<file path="config.mk">
export PLATFORM = sky130hd
export DESIGN_NAME = ddr2_cmd_arbiter
export DESIGN_NICKNAME = d
export VERILOG_FILES = /design/src/rtl/ddr2_pkg.sv /design/src/rtl/ddr2_ref_timer.sv /design/src/rtl/ddr2_cmd_arbiter.sv
export SDC_FILE = /design/constraint.sdc
export NUM_CORES = 1
export LEC_CHECK = 0
export BUFFER_PORTS_ARGS = -buffer_cell sky130_fd_sc_hd__buf_4
export CAP_MARGIN = 20
export CORE_UTILIZATION = 50
export DETAILED_ROUTE_END_ITERATION = 10
export PLACE_DENSITY = 0.72
export SLEW_MARGIN = 40
export SYNTH_ARGS = -nofsm -noshare
export SYNTH_HDL_FRONTEND = slang
export SYNTH_SLANG_ARGS = --single-unit
</file>
<file path="constraint.sdc">
create_clock -name sys_clk -period 1.8 [get_ports sys_clk]
set_input_delay 0.36 -clock sys_clk [delete_from_list [all_inputs] [get_ports sys_clk]]
set_output_delay 0.36 -clock sys_clk [all_outputs]
set_load 0.01 [all_outputs]
</file>
<file path="src/rtl/ddr2_pkg.sv">
// ---------------------------------------------------------------------------
// ddr2_pkg
// Shared definitions for the DDR2 command arbiter slice:
//   arb_state_e     - arbiter FSM state encoding
//   REF_CYCLES_DEF  - default auto-refresh interval in sys_clk cycles
//                     (7.8 us at 100 MHz)
// ---------------------------------------------------------------------------
package ddr2_pkg;

  typedef enum logic [1:0] {
    IDLE  = 2'd0,
    AREF  = 2'd1,
    WRITE = 2'd2,
    READ  = 2'd3
  } arb_state_e;

  localparam int unsigned REF_CYCLES_DEF = 780;

endpackage

</file>
<file path="src/rtl/ddr2_ref_timer.sv">
// ---------------------------------------------------------------------------
// ddr2_ref_timer
// Auto-refresh interval timer. Counts 0..REF_CYCLES-1 while init_end is high
// and raises aref_pend on every wrap. aref_pend is dropped when the arbiter
// accepts the refresh (aref_ack); a wrap in the same cycle wins so that the
// new interval is not lost. A wrap that finds a refresh still pending sets
// the sticky aref_miss flag, which only reset clears.
//
// Ports:
//   sys_clk    in  clock, rising edge
//   sys_rst_n  in  asynchronous active-low reset
//   init_end   in  DDR2 initialisation complete; low clears timer and pend
//   aref_ack   in  arbiter is entering AREF on this edge
//   aref_pend  out refresh owed to the memory
//   aref_miss  out sticky: interval elapsed with a refresh still owed
// ---------------------------------------------------------------------------
module ddr2_ref_timer
  import ddr2_pkg::*;
#(
  parameter int unsigned REF_CYCLES = REF_CYCLES_DEF
) (
  input  logic sys_clk,
  input  logic sys_rst_n,
  input  logic init_end,
  input  logic aref_ack,
  output logic aref_pend,
  output logic aref_miss
);

  localparam int TMR_W = (REF_CYCLES > 1) ? $clog2(REF_CYCLES) : 1;

  logic [TMR_W-1:0] tmr;
  logic             wrap;

  assign wrap = init_end && (tmr == TMR_W'(REF_CYCLES - 1));

  always_ff @(posedge sys_clk or negedge sys_rst_n) begin
    if (!sys_rst_n) begin
      tmr       <= '0;
      aref_pend <= 1'b0;
      aref_miss <= 1'b0;
    end else if (!init_end) begin
      // Memory not usable: restart the interval from scratch once it is.
      tmr       <= '0;
      aref_pend <= 1'b0;
    end else begin
      tmr <= wrap ? '0 : tmr + 1'b1;
      if (wrap) begin
        aref_pend <= 1'b1;
      end else if (aref_ack) begin
        aref_pend <= 1'b0;
      end
      // A wrap that coincides with acceptance is not a miss: the old
      // refresh is being served and the new one becomes pending.
      if (wrap && aref_pend && !aref_ack) begin
        aref_miss <= 1'b1;
      end
    end
  end

endmodule

</file>
<file path="src/rtl/ddr2_cmd_arbiter.sv">
// ---------------------------------------------------------------------------
// ddr2_cmd_arbiter
// Arbitrates the DDR2 command bus between the auto-refresh, write-burst and
// read-burst executors. Refresh always wins from IDLE; write versus read is
// fixed write-priority by default, or round-robin when the macro
// DDR2_ARB_RR_EN is defined. Grants are levels held until the matching
// *_end pulse, and every grant is followed by at least one IDLE cycle.
// Dropping init_end forces the arbiter back to IDLE on the next edge.
//
// Ports:
//   sys_clk    in  clock, rising edge
//   sys_rst_n  in  asynchronous active-low reset
//   init_end   in  DDR2 initialisation complete (level)
//   wr_req     in  write-burst request, held until granted
//   rd_req     in  read-burst request, held until granted
//   aref_end   in  refresh executor done (1-cycle pulse)
//   wr_end     in  write executor done (1-cycle pulse)
//   rd_end     in  read executor done (1-cycle pulse)
//   aref_en    out refresh grant (level)
//   wr_en      out write grant (level)
//   rd_en      out read grant (level)
//   aref_miss  out sticky refresh-overrun flag
//
// Configuration macro: DDR2_ARB_RR_EN (round-robin write/read arbitration)
// ---------------------------------------------------------------------------
module ddr2_cmd_arbiter
  import ddr2_pkg::*;
#(
  parameter int unsigned REF_CYCLES = REF_CYCLES_DEF
) (
  input  logic sys_clk,
  input  logic sys_rst_n,
  input  logic init_end,
  input  logic wr_req,
  input  logic rd_req,
  input  logic aref_end,
  input  logic wr_end,
  input  logic rd_end,
  output logic aref_en,
  output logic wr_en,
  output logic rd_en,
  output logic aref_miss
);

  arb_state_e state;
  arb_state_e state_nxt;
  logic       aref_pend;
  logic       aref_ack;
  logic       pick_wr;

  ddr2_ref_timer #(
    .REF_CYCLES (REF_CYCLES)
  ) u_ref_timer (
    .sys_clk   (sys_clk),
    .sys_rst_n (sys_rst_n),
    .init_end  (init_end),
    .aref_ack  (aref_ack),
    .aref_pend (aref_pend),
    .aref_miss (aref_miss)
  );

  // Refresh is accepted on the edge that moves IDLE into AREF.
  assign aref_ack = (state == IDLE) && (state_nxt == AREF);

`ifdef DDR2_ARB_RR_EN
  // last_wr=1: write was granted most recently. Reset means "read last",
  // so the first contested cycle goes to write.
  logic last_wr;

  always_ff @(posedge sys_clk or negedge sys_rst_n) begin
    if (!sys_rst_n) begin
      last_wr <= 1'b0;
    end else if (state == IDLE && state_nxt == WRITE) begin
      last_wr <= 1'b1;
    end else if (state == IDLE && state_nxt == READ) begin
      last_wr <= 1'b0;
    end
  end

  assign pick_wr = !last_wr;
`else
  assign pick_wr = 1'b1;
`endif

  always_ff @(posedge sys_clk or negedge sys_rst_n) begin
    if (!sys_rst_n) begin
      state <= IDLE;
    end else begin
      state <= state_nxt;
    end
  end

  always_comb begin
    state_nxt = state;
    if (!init_end) begin
      state_nxt = IDLE;
    end else begin
      case (state)
        IDLE: begin
          // pick_wr only matters when both sides are requesting.
          if (aref_pend) begin
            state_nxt = AREF;
          end else if (wr_req && (!rd_req || pick_wr)) begin
            state_nxt = WRITE;
          end else if (rd_req) begin
            state_nxt = READ;
          end
        end
        AREF:    if (aref_end) state_nxt = IDLE;
        WRITE:   if (wr_end)   state_nxt = IDLE;
        READ:    if (rd_end)   state_nxt = IDLE;
        default: state_nxt = IDLE;
      endcase
    end
  end

  // Grants decode straight from the state register, so reset clears them
  // immediately and they never depend combinationally on inputs.
  always_comb begin
    aref_en = (state == AREF);
    wr_en   = (state == WRITE);
    rd_en   = (state == READ);
  end

endmodule

</file>
# Yosys cells after proc, flatten, opt, wreduce, memory -nomap -nowiden
# Index checks and enable logic that the tools add are counted.
dict set report word_totals {
  regBits 14
  in_bits 8
  output_inout_bits 4
  elab_cells 31
}
dict set report op_classes {
  add_sub_neg 1
  n_eq_ne 6
  muxes 13
  n_reduce_logical 7
}
# operator count
set ops {}
lappend ops {{$mux W10} 2}
lappend ops {{$mux W2} 7}
lappend ops {{$add A10 B1 Y10 const B} 1}
lappend ops {{$eq A10 B10 Y1 const B} 1}
lappend ops {{$pmux W2 S4} 1}
lappend ops {{$eq A2 B1 Y1 const B} 2}
lappend ops {{$eq A2 B2 Y1 const B} 2}
lappend ops {{$logic_and A1 B1 Y1} 4}
lappend ops {{$mux W1} 3}
lappend ops {{$ne A3 B1 Y1 const B} 1}
lappend ops {{$logic_not A2 Y1} 1}
lappend ops {{$reduce_and A2 Y1} 1}
lappend ops {{$logic_not A1 Y1} 1}

# Logic depth before layout (Yosys ltp)
# Gate-level depths: netlist of the first run.
dict set report logic_depth {
  ltp_word 10
  ltp_mapped 4
  depth_no_buf 4
}

# Cells and area by module
# Synthesis of the first run repeated with hierarchy kept, for this count alone.
dict set report unflattened {
  cells_unflattened 71
  area_unflattened_um2 721.9
}
# module n_inst cells_per_inst area_each_um2 seq_area_each_um2
set by_module_without_submodules {}
lappend by_module_without_submodules {ddr2_ref_timer 1 53 563.0 300.3}
lappend by_module_without_submodules {ddr2_cmd_arbiter 1 18 158.9 50.0}

# Least setup slack after synthesis of the first run
# No wires, ideal clock.
dict set report synth_timing {
  path_kind {reg2reg}
  start {reg u_ref_timer.tmr[4]}
  end {reg u_ref_timer.tmr[1]}
  setup_ns 0.120
  arrival_ns 1.350
  required_ns 1.680
  setup_slack_ns 0.329
  stages_incl_launch_ff 4
  path_buffers 0
  period_less_slack_ns 1.471
  path_cell_list {dfrtp_1 or3b_4 or3_4 and3_2}
}
dict set report synth_between {
  elab_chain_cells 4
}
# element line
set synth_rtl {}
lappend synth_rtl {{from (decl)} ddr2_ref_timer.sv:32} ;# logic [TMR_W-1:0] tmr;
lappend synth_rtl {{from (signal assigned)} ddr2_ref_timer.sv:47} ;# tmr <= wrap ? '0 : tmr + 1'b1;
lappend synth_rtl {{$eq A10 B10 Y1} ddr2_ref_timer.sv:35} ;# assign wrap = init_end && (tmr == TMR_W'(REF_CYCLES - 1));
lappend synth_rtl {{$logic_and A1 B1 Y1} ddr2_ref_timer.sv:35}
lappend synth_rtl {{$mux W10} ddr2_ref_timer.sv:47}
lappend synth_rtl {{$mux W10} ddr2_ref_timer.sv:42} ;# end else if (!init_end) begin
# No other way between the ends.
# A chain may end at the register's enable or synchronous reset.

# Worst setup path after layout of the first run
dict set report layout_timing {
  start {reg u_ref_timer.tmr[1]}
  end {reg u_ref_timer.tmr[1]}
}
dict set report layout_between {
  elab_chain_cells 4
  elab_cells_between_ends 5
  cone_classes {add/sub: 1; eq/ne: 1; mux: 2; reduce/logical: 1}
}
# element line
set layout_rtl {}
lappend layout_rtl {{branches (longest 2 deep; another with $add A10 B1 Y10)} -}
lappend layout_rtl {{$mux W10 (*)} ddr2_ref_timer.sv:47}
lappend layout_rtl {{$mux W10 (*)} ddr2_ref_timer.sv:42}
# Every way passes the cells marked *.

==> results of run 1 <==
[worst reg2reg max path, delay by kind of cell (launching register included)]
kind / cells / cell delay [ns]
adders and majority gates: 1 / 0.23
DFF: 1 / 0.40
and+or+nand+nor: 3 / 0.82
[sequential cells by signal, indices dropped and copies added, names as in the netlist]
register               flops
u_ref_timer.tmr           10
state                      2
u_ref_timer.aref_pend      1
u_ref_timer.aref_miss      1
[layer usage]
metal	vias to the layer above	wire length, microns	track usage
li1	278	-	-
met3	5	58	0.0511
met5	-	0	0
met1	252	568	0.224
met2	13	639	0.344
met4	0	45	0.155
[power by group through the flow]
stage	clock network, mW	logic, mW	registers [mW]
CTS	0.230	0.0778	0.342
global placement	0	0.0746	0.347
global route	0.242	0.0851	0.344
floorplan	0	0.0388	0.344
detailed placement	0	0.0750	0.348
finish	0.228	0.0763	0.342
[cells in the mapped netlist]
cell	number	share of area
nand4bb_1	1	0.016
and2_1	1	0.0089
inv_1	4	0.021
or3b_4	1	0.016
or3_1	4	0.036
ha_1	1	0.018
nand2b_1	3	0.027
xnor2_1	2	0.025
a221o_1	1	0.014
mux2i_1	1	0.014
o31ai_4	1	0.030
and3_2	1	0.011
nand4_1	2	0.018
nor2_1	4	0.021
nor3_1	1	0.0071
o31ai_1	1	0.011
o31ai_2	1	0.018
or3_4	1	0.016
xor2_1	1	0.012
nand3_1	3	0.021
nand2_1	2	0.011
or4_1	1	0.011
o21ai_0	6	0.043
dfrtp_1	14	0.50
nor2b_1	2	0.018
a21oi_1	8	0.057
[through the flow]
stage          setup slack (ns)  power [mW]  instances  cell area, sq um
2_1_floorplan             0.329       0.383         68               702
3_3_place_gp              0.296       0.422         94               803
3_5_place_dp              0.259       0.423         94               803
4_1_cts                   0.245       0.650         99               850
5_1_grt                   0.160       0.671         99               850
6_report                  0.244       0.647         99               850
[path summary, 6_finish.rpt]
path / start / depth (start not counted) / to
hold reg to reg: u_ref_timer.aref_miss$_DFFE_PN0P_ / 2 / u_ref_timer.aref_miss$_DFFE_PN0P_
setup / recovery: u_ref_timer.tmr[1]$_DFF_PN0_ / 4 / u_ref_timer.tmr[1]$_DFF_PN0_
hold / removal: wr_req / 3 / state[0]$_DFF_PN0_
max in group asynchronous: sys_rst_n / 2 / u_ref_timer.tmr[8]$_DFF_PN0_
min in group asynchronous: sys_rst_n / 2 / u_ref_timer.aref_miss$_DFFE_PN0P_
setup reg to reg: u_ref_timer.tmr[1]$_DFF_PN0_ / 4 / u_ref_timer.tmr[1]$_DFF_PN0_
[kinds of logic (layout without fill, tap and decap cells)]
kind of cell,Yosys count,after routing
multiplexers,1,1
XOR/XNOR,3,3
adder cells (fa/ha/maj),1,1
AO/OA/AOI/OAI,18,18
flip-flops,14,14
AND/OR/NAND/NOR,27,27
buffers and inverters,4,20
[area by class of cell]
type,count,area (sq um)
multi-input cells,50,337
clock buffers,4,36.3
inverters,4,15.0
well taps,15,18.8
flip-flops and latches,14,350
fillers,103,452
repair buffers,12,92.6
==> impl_metrics.json, run 1 <==
{
  "rows": 13,
  "mostFrequentLayoutCell": "dfrtp_1",
  "drc": 0,
  "synth_nets": 77,
  "grt_max_degree": 15,
  "path_cells": "ha_1 -> nand4bb_1 -> or3_4 -> and3_2",
  "leakagePower_nw": 0.361,
  "yosysWarningCount": 0,
  "outcome": "finished clean",
  "nets": 94,
  "overflow": 0,
  "htree_levels": 1,
  "required_ns": 1.98,
  "grt_pass1_vias": 516,
  "synth_mux_area_frac": 0.0143,
  "vias": 548,
  "cp_top_family": "simple AND/OR/NAND/NOR gates",
  "rsz0062_at_grt": "false",
  "whs_ns": 0.339,
  "p_sw_frac": 0.241,
  "hold_class": "in -> reg",
  "synth_top_family_by_area": "simple AND/OR/NAND/NOR gates",
  "drive_gt1_frac": 0.238,
  "setup_tns_ns": 0,
  "power_frac_comb": 0.118,
  "ios": 12,
  "cts_setup_buffers": 0,
  "dr.pass1.iters": 2,
  "critPathKind": "reg -> reg",
  "setup_viol": 0,
  "postCtsHoldBufs": 1,
  "crit_fanout": 3,
  "vias_per_cell": 5.54,
  "grt_antenna_before_repair": 0,
  "cap_violations": 0,
  "syn_area_sq_um": 702,
  "diodes": 0,
  "r2r_setup_slack_ns": 0.24,
  "insertion_delay_ns": 0.29,
  "routabilityCongestion": 0.726,
  "detail-route-antenna-nets": 0,
  "slowest_stage": "or3_4",
  "drt_iter0_drc": 5,
  "syn_area_per_cell_sq_um": 10.3,
  "routed_wl_microns": 1310,
  "cp.arrival_ns": 1.74,
  "dieArea_sq_mm": 0.00156,
  "period_minus_slack_ns": 1.56,
  "synth_simple_gate_area_frac": 0.237,
  "clockBufferDepth": 2,
  "die_y_microns": 39.5,
  "syn_to_final_growth_pct": 21.0,
  "internal_power_uw": 491,
  "synth_cell_types": 26,
  "hpwl_microns": 971,
  "pwr-share-clk": 0.352,
  "fp.dieW_microns": 39.5,
  "end_kind": "flip-flop",
  "p_seq_frac": 0.530,
  "cts.sinks": 14,
  "layout_common_cells": "dfrtp_1 (14), buf_4 (11), a21oi_1 (8), o21ai_0 (6)",
  "ctsResizeCount": 0,
  "crit_buf_inv": 0,
  "finalCritPeriodShare": 0.865,
  "grt_first_pass_wirelength_microns": 2010,
  "cts_tree": "done",
  "tightest_slew_ns": 0.397,
  "clock-root-buffer": "clkbuf_4",
  "cts.clk_slew.worst_paths_ns": 0.08,
  "fin_skew_ns": 0.00109,
  "slowest_delay_ns": 0.42,
  "p_switching_uw": 156,
  "ys_seq_elements": 14,
  "port_buffers": 11,
  "power_density_mw_per_mm2": 761,
  "start_util": 0.539,
  "synthCells": 68,
  "hold_viol_final": 0,
  "drv_slew": 0,
  "synth_seq_area_share": 0.499,
  "synth_xor_area_frac": 0.0374,
  "vdd_drop_max_v": 0.000556,
  "maxSlewHeadroom": 0.736,
  "synthAdderAreaFrac": 0.0178,
  "fin_util": 0.653,
  "cts_buffers": 3,
  "timing.fmax_mhz": 643,
  "start_kind": "flip-flop",
  "grt_usage": 0.208,
  "synth-compound-area-share": 0.173,
  "core_sq_mm": 0.00130,
  "wl_per_cell_microns": 13.3
}
Power figures use the tool's default switching activity.
==> run 2, diff against run 1 <==
Settings changed: ABC_AREA set to 1, BUFFER_PORTS_ARGS -buffer_cell sky130_fd_sc_hd__buf_4 to not set, CTS_CLUSTER_DIAMETER set to 150, DONT_BUFFER_PORTS set to 1, PLACE_DENSITY 0.72 to not set.
==> run 2 against run 1 <==
Effect of this change:
- final cell count rose by 24%
- design area shrank 1.5%
- first-iteration DRC count increased by 140%
==> impl_metrics.json, run 2 <==
{
  "rsz0062_at_grt": "false",
  "pwr-share-clk": 0.281,
  "drt_iter0_drc": 12,
  "cts_tree": "done",
  "end_kind": "primary output",
  "internal_power_uw": 442,
  "grt_first_pass_wirelength_microns": 2500,
  "ios": 12,
  "synth_edf_count": 0,
  "vdd_drop_max_v": 0.000477,
  "dp_cells": 119,
  "pre_cts_ws_ns": 0.522,
  "synth_area_leaders": "dfrtp_1 (44%), nand2_1 (10%), inv_1 (9.0%), nand3_1 (5.7%), nor2_1 (4.7%)",
  "grt_pass1_vias": 603,
  "cts_buffers": 3,
  "timing.fmax_mhz": 753,
  "grt_usage": 0.188,
  "timing.final.ws_setup_ns": 0.471,
  "tightest_slew_ns": 0.652,
  "hp-start": "init_end",
  "fp.dieW_microns": 41.8,
  "htree_levels": 1,
  "synthTopCellsByCount": "nand2_1 (21), inv_1 (19), dfrtp_1 (14)",
  "yosysWarningCount": 0,
  "final_area_sq_um": 837,
  "syn_area_per_cell_sq_um": 7.62,
  "dieArea_sq_mm": 0.00175,
  "synth_cell_types": 24,
  "largest_reg_flops": 10,
  "synth.largest_area_cell": "dfrtp_1",
  "port_buffers": 0,
  "syn_area_sq_um": 792,
  "layout_common_cells": "nand2_1 (21), inv_1 (19), dfrtp_1 (14), nor2_1 (10), nand3_1 (9)",
  "required_ns": 1.44,
  "crit_start": "state[0]$_DFF_PN0_",
  "die_y_microns": 41.8,
  "slowest_delay_ns": 0.43,
  "ctsResizeCount": 0,
  "routabilityCongestion": 0.813,
  "cts_setup_buffers": 0,
  "power_density_mw_per_mm2": 752,
  "vias_per_cell": 5.01,
  "synthCells": 104,
  "syn_to_final_growth_pct": 5.69,
  "critPathKind": "reg -> out",
  "slowest_stage": "dfrtp_1",
  "insertion_delay_ns": 0.28,
  "postCtsHoldBufs": 1,
  "synth.most_common_cell": "nand2_1",
  "drv_slew": 0,
  "yosysTopAreaCellShare": 0.442,
  "p_switching_uw": 188,
  "setup_viol": 0,
  "synth-main-ff-cell": "dfrtp_1",
  "ys_seq_elements": 14,
  "clockBufferDepth": 2,
  "start_util": 0.532,
  "synth_nets": 113,
  "period_minus_slack_ns": 1.33,
  "grt_max_degree": 15,
  "nets": 118,
  "overflow": 0,
  "mostFrequentLayoutCell": "nand2_1",
  "cp.arrival_ns": 0.97,
  "grt_antenna_before_repair": 0,
  "detail-route-antenna-nets": 0,
  "finalCritPeriodShare": 0.738,
  "power_frac_comb": 0.166,
  "hold_class": "in -> reg",
  "r2r-start": "u_ref_timer.tmr[1]$_DFF_PN0_",
  "synthArstFlopShare": 1.00,
  "p_seq_frac": 0.552,
  "vias": 616,
  "whs_ns": 0.206,
  "hold_viol_final": 0,
  "diodes": 0,
  "drc": 0,
  "fin_skew_ns": 0.00197,
  "placed_area_sq_um": 805,
  "setup_tns_ns": 0,
  "cap_violations": 0,
  "regMostFlops": "u_ref_timer.tmr",
  "cts.sinks": 14,
  "routed_wl_microns": 1360,
  "reg.largest.list": "u_ref_timer.tmr: 10 flops, state: 2 flops",
  "outcome": "finished clean",
  "hpwl_microns": 1050,
  "drive_gt1_frac": 0.159,
  "maxSlewHeadroom": 0.564,
  "core_sq_mm": 0.00149,
  "instances_no_fill": 123,
  "rows": 14,
  "start_kind": "flip-flop",
  "cts.clk_slew.worst_paths_ns": 0.08,
  "path_cells": "inv_2 -> nor2_1",
  "leakagePower_nw": 0.449,
  "crit_fanout": 5,
  "n_fill_cell": 132,
  "p_sw_frac": 0.298,
  "synth_seq_area_share": 0.442,
  "clock-root-buffer": "clkbuf_4",
  "wl_per_cell_microns": 11.1,
  "dr.pass1.iters": 4
}
[run 2: changes by cell type in the layout (fill, tap and decap cells not counted), moves of 4 or more]
cell     before  now
or3_1         4    0
buf_4        11    0
inv_1         4   19
o21ai_0       6    1
nand2_1       2   21
nor2_1        4   10
nand3_1       3    9
a21oi_1       8    1
nor2_2        0    6
[run 2: cells by family after synthesis]
| family | synth area share |
|---|---|
| buffers and inverters | 0.109 |
| AO/OA/AOI/OAI | 0.0427 |
| adder cells (fa/ha/maj) | 0.0158 |
| XOR/XNOR | 0.0221 |
| AND/OR/NAND/NOR | 0.368 |
| flip-flops | 0.442 |
[run 2: area by class of cell]
| type | instances | area, sq um | area share |
|---|---|---|---|
| multi-input combinational | 68 | 355 | 0.425 |
| sequential | 14 | 350 | 0.419 |
| inverter | 21 | 78.8 | 0.0942 |
| timing repair buffer | 1 | 10.0 | 0.0120 |
| clock buffer | 3 | 22.5 | 0.0269 |
| tap | 16 | 20.0 | 0.0239 |
[run 2: power groups by stage]
stage / Sequential (mW) / Clock [mW] / Combinational (mW)
finish: 0.348 / 0.177 / 0.105
global route: 0.351 / 0.195 / 0.124
CTS: 0.348 / 0.183 / 0.105
detailed placement: 0.354 / 0 / 0.0969
global placement: 0.354 / 0 / 0.0955
floorplan: 0.350 / 0 / 0.0882
[run 2: worst max-delay path, delay by kind of cell (launching register included)]
kind	cells	cell delay [ns]
buffers and inverters	1	0.08
flip-flops	1	0.43
AND/OR/NAND/NOR	1	0.18
[run 2: path summary, 6_finish.rpt]
kind                                                endpoint  slack, ns  depth (start not counted)
setup / recovery                                     aref_en       0.47                          2
hold / removal                  u_ref_timer.tmr[2]$_DFF_PN0_       0.21                          2
setup reg to reg                u_ref_timer.tmr[8]$_DFF_PN0_       0.52                          7
hold reg to reg            u_ref_timer.aref_miss$_DFFE_PN0P_       0.54                          2
max in group asynchronous  u_ref_timer.aref_pend$_DFFE_PN0P_       0.84                          1
min in group asynchronous       u_ref_timer.tmr[8]$_DFF_PN0_       0.54                          1
[run 2: routing by layer]
metal,GRT usage,vias up,part of all wire
met4,0.0774,0,0.021
met3,0.0391,5,0.029
met5,0,-,0
met1,0.253,270,0.52
met2,0.294,14,0.42
li1,-,327,-
[run 2: stage by stage]
stage	utilization	power [mW]
after floorplan	-	0.438
after global placement	0.540	0.449
after detailed placement	0.540	0.451
after CTS	0.562	0.637
after global routing	0.562	0.670
final	0.562	0.629
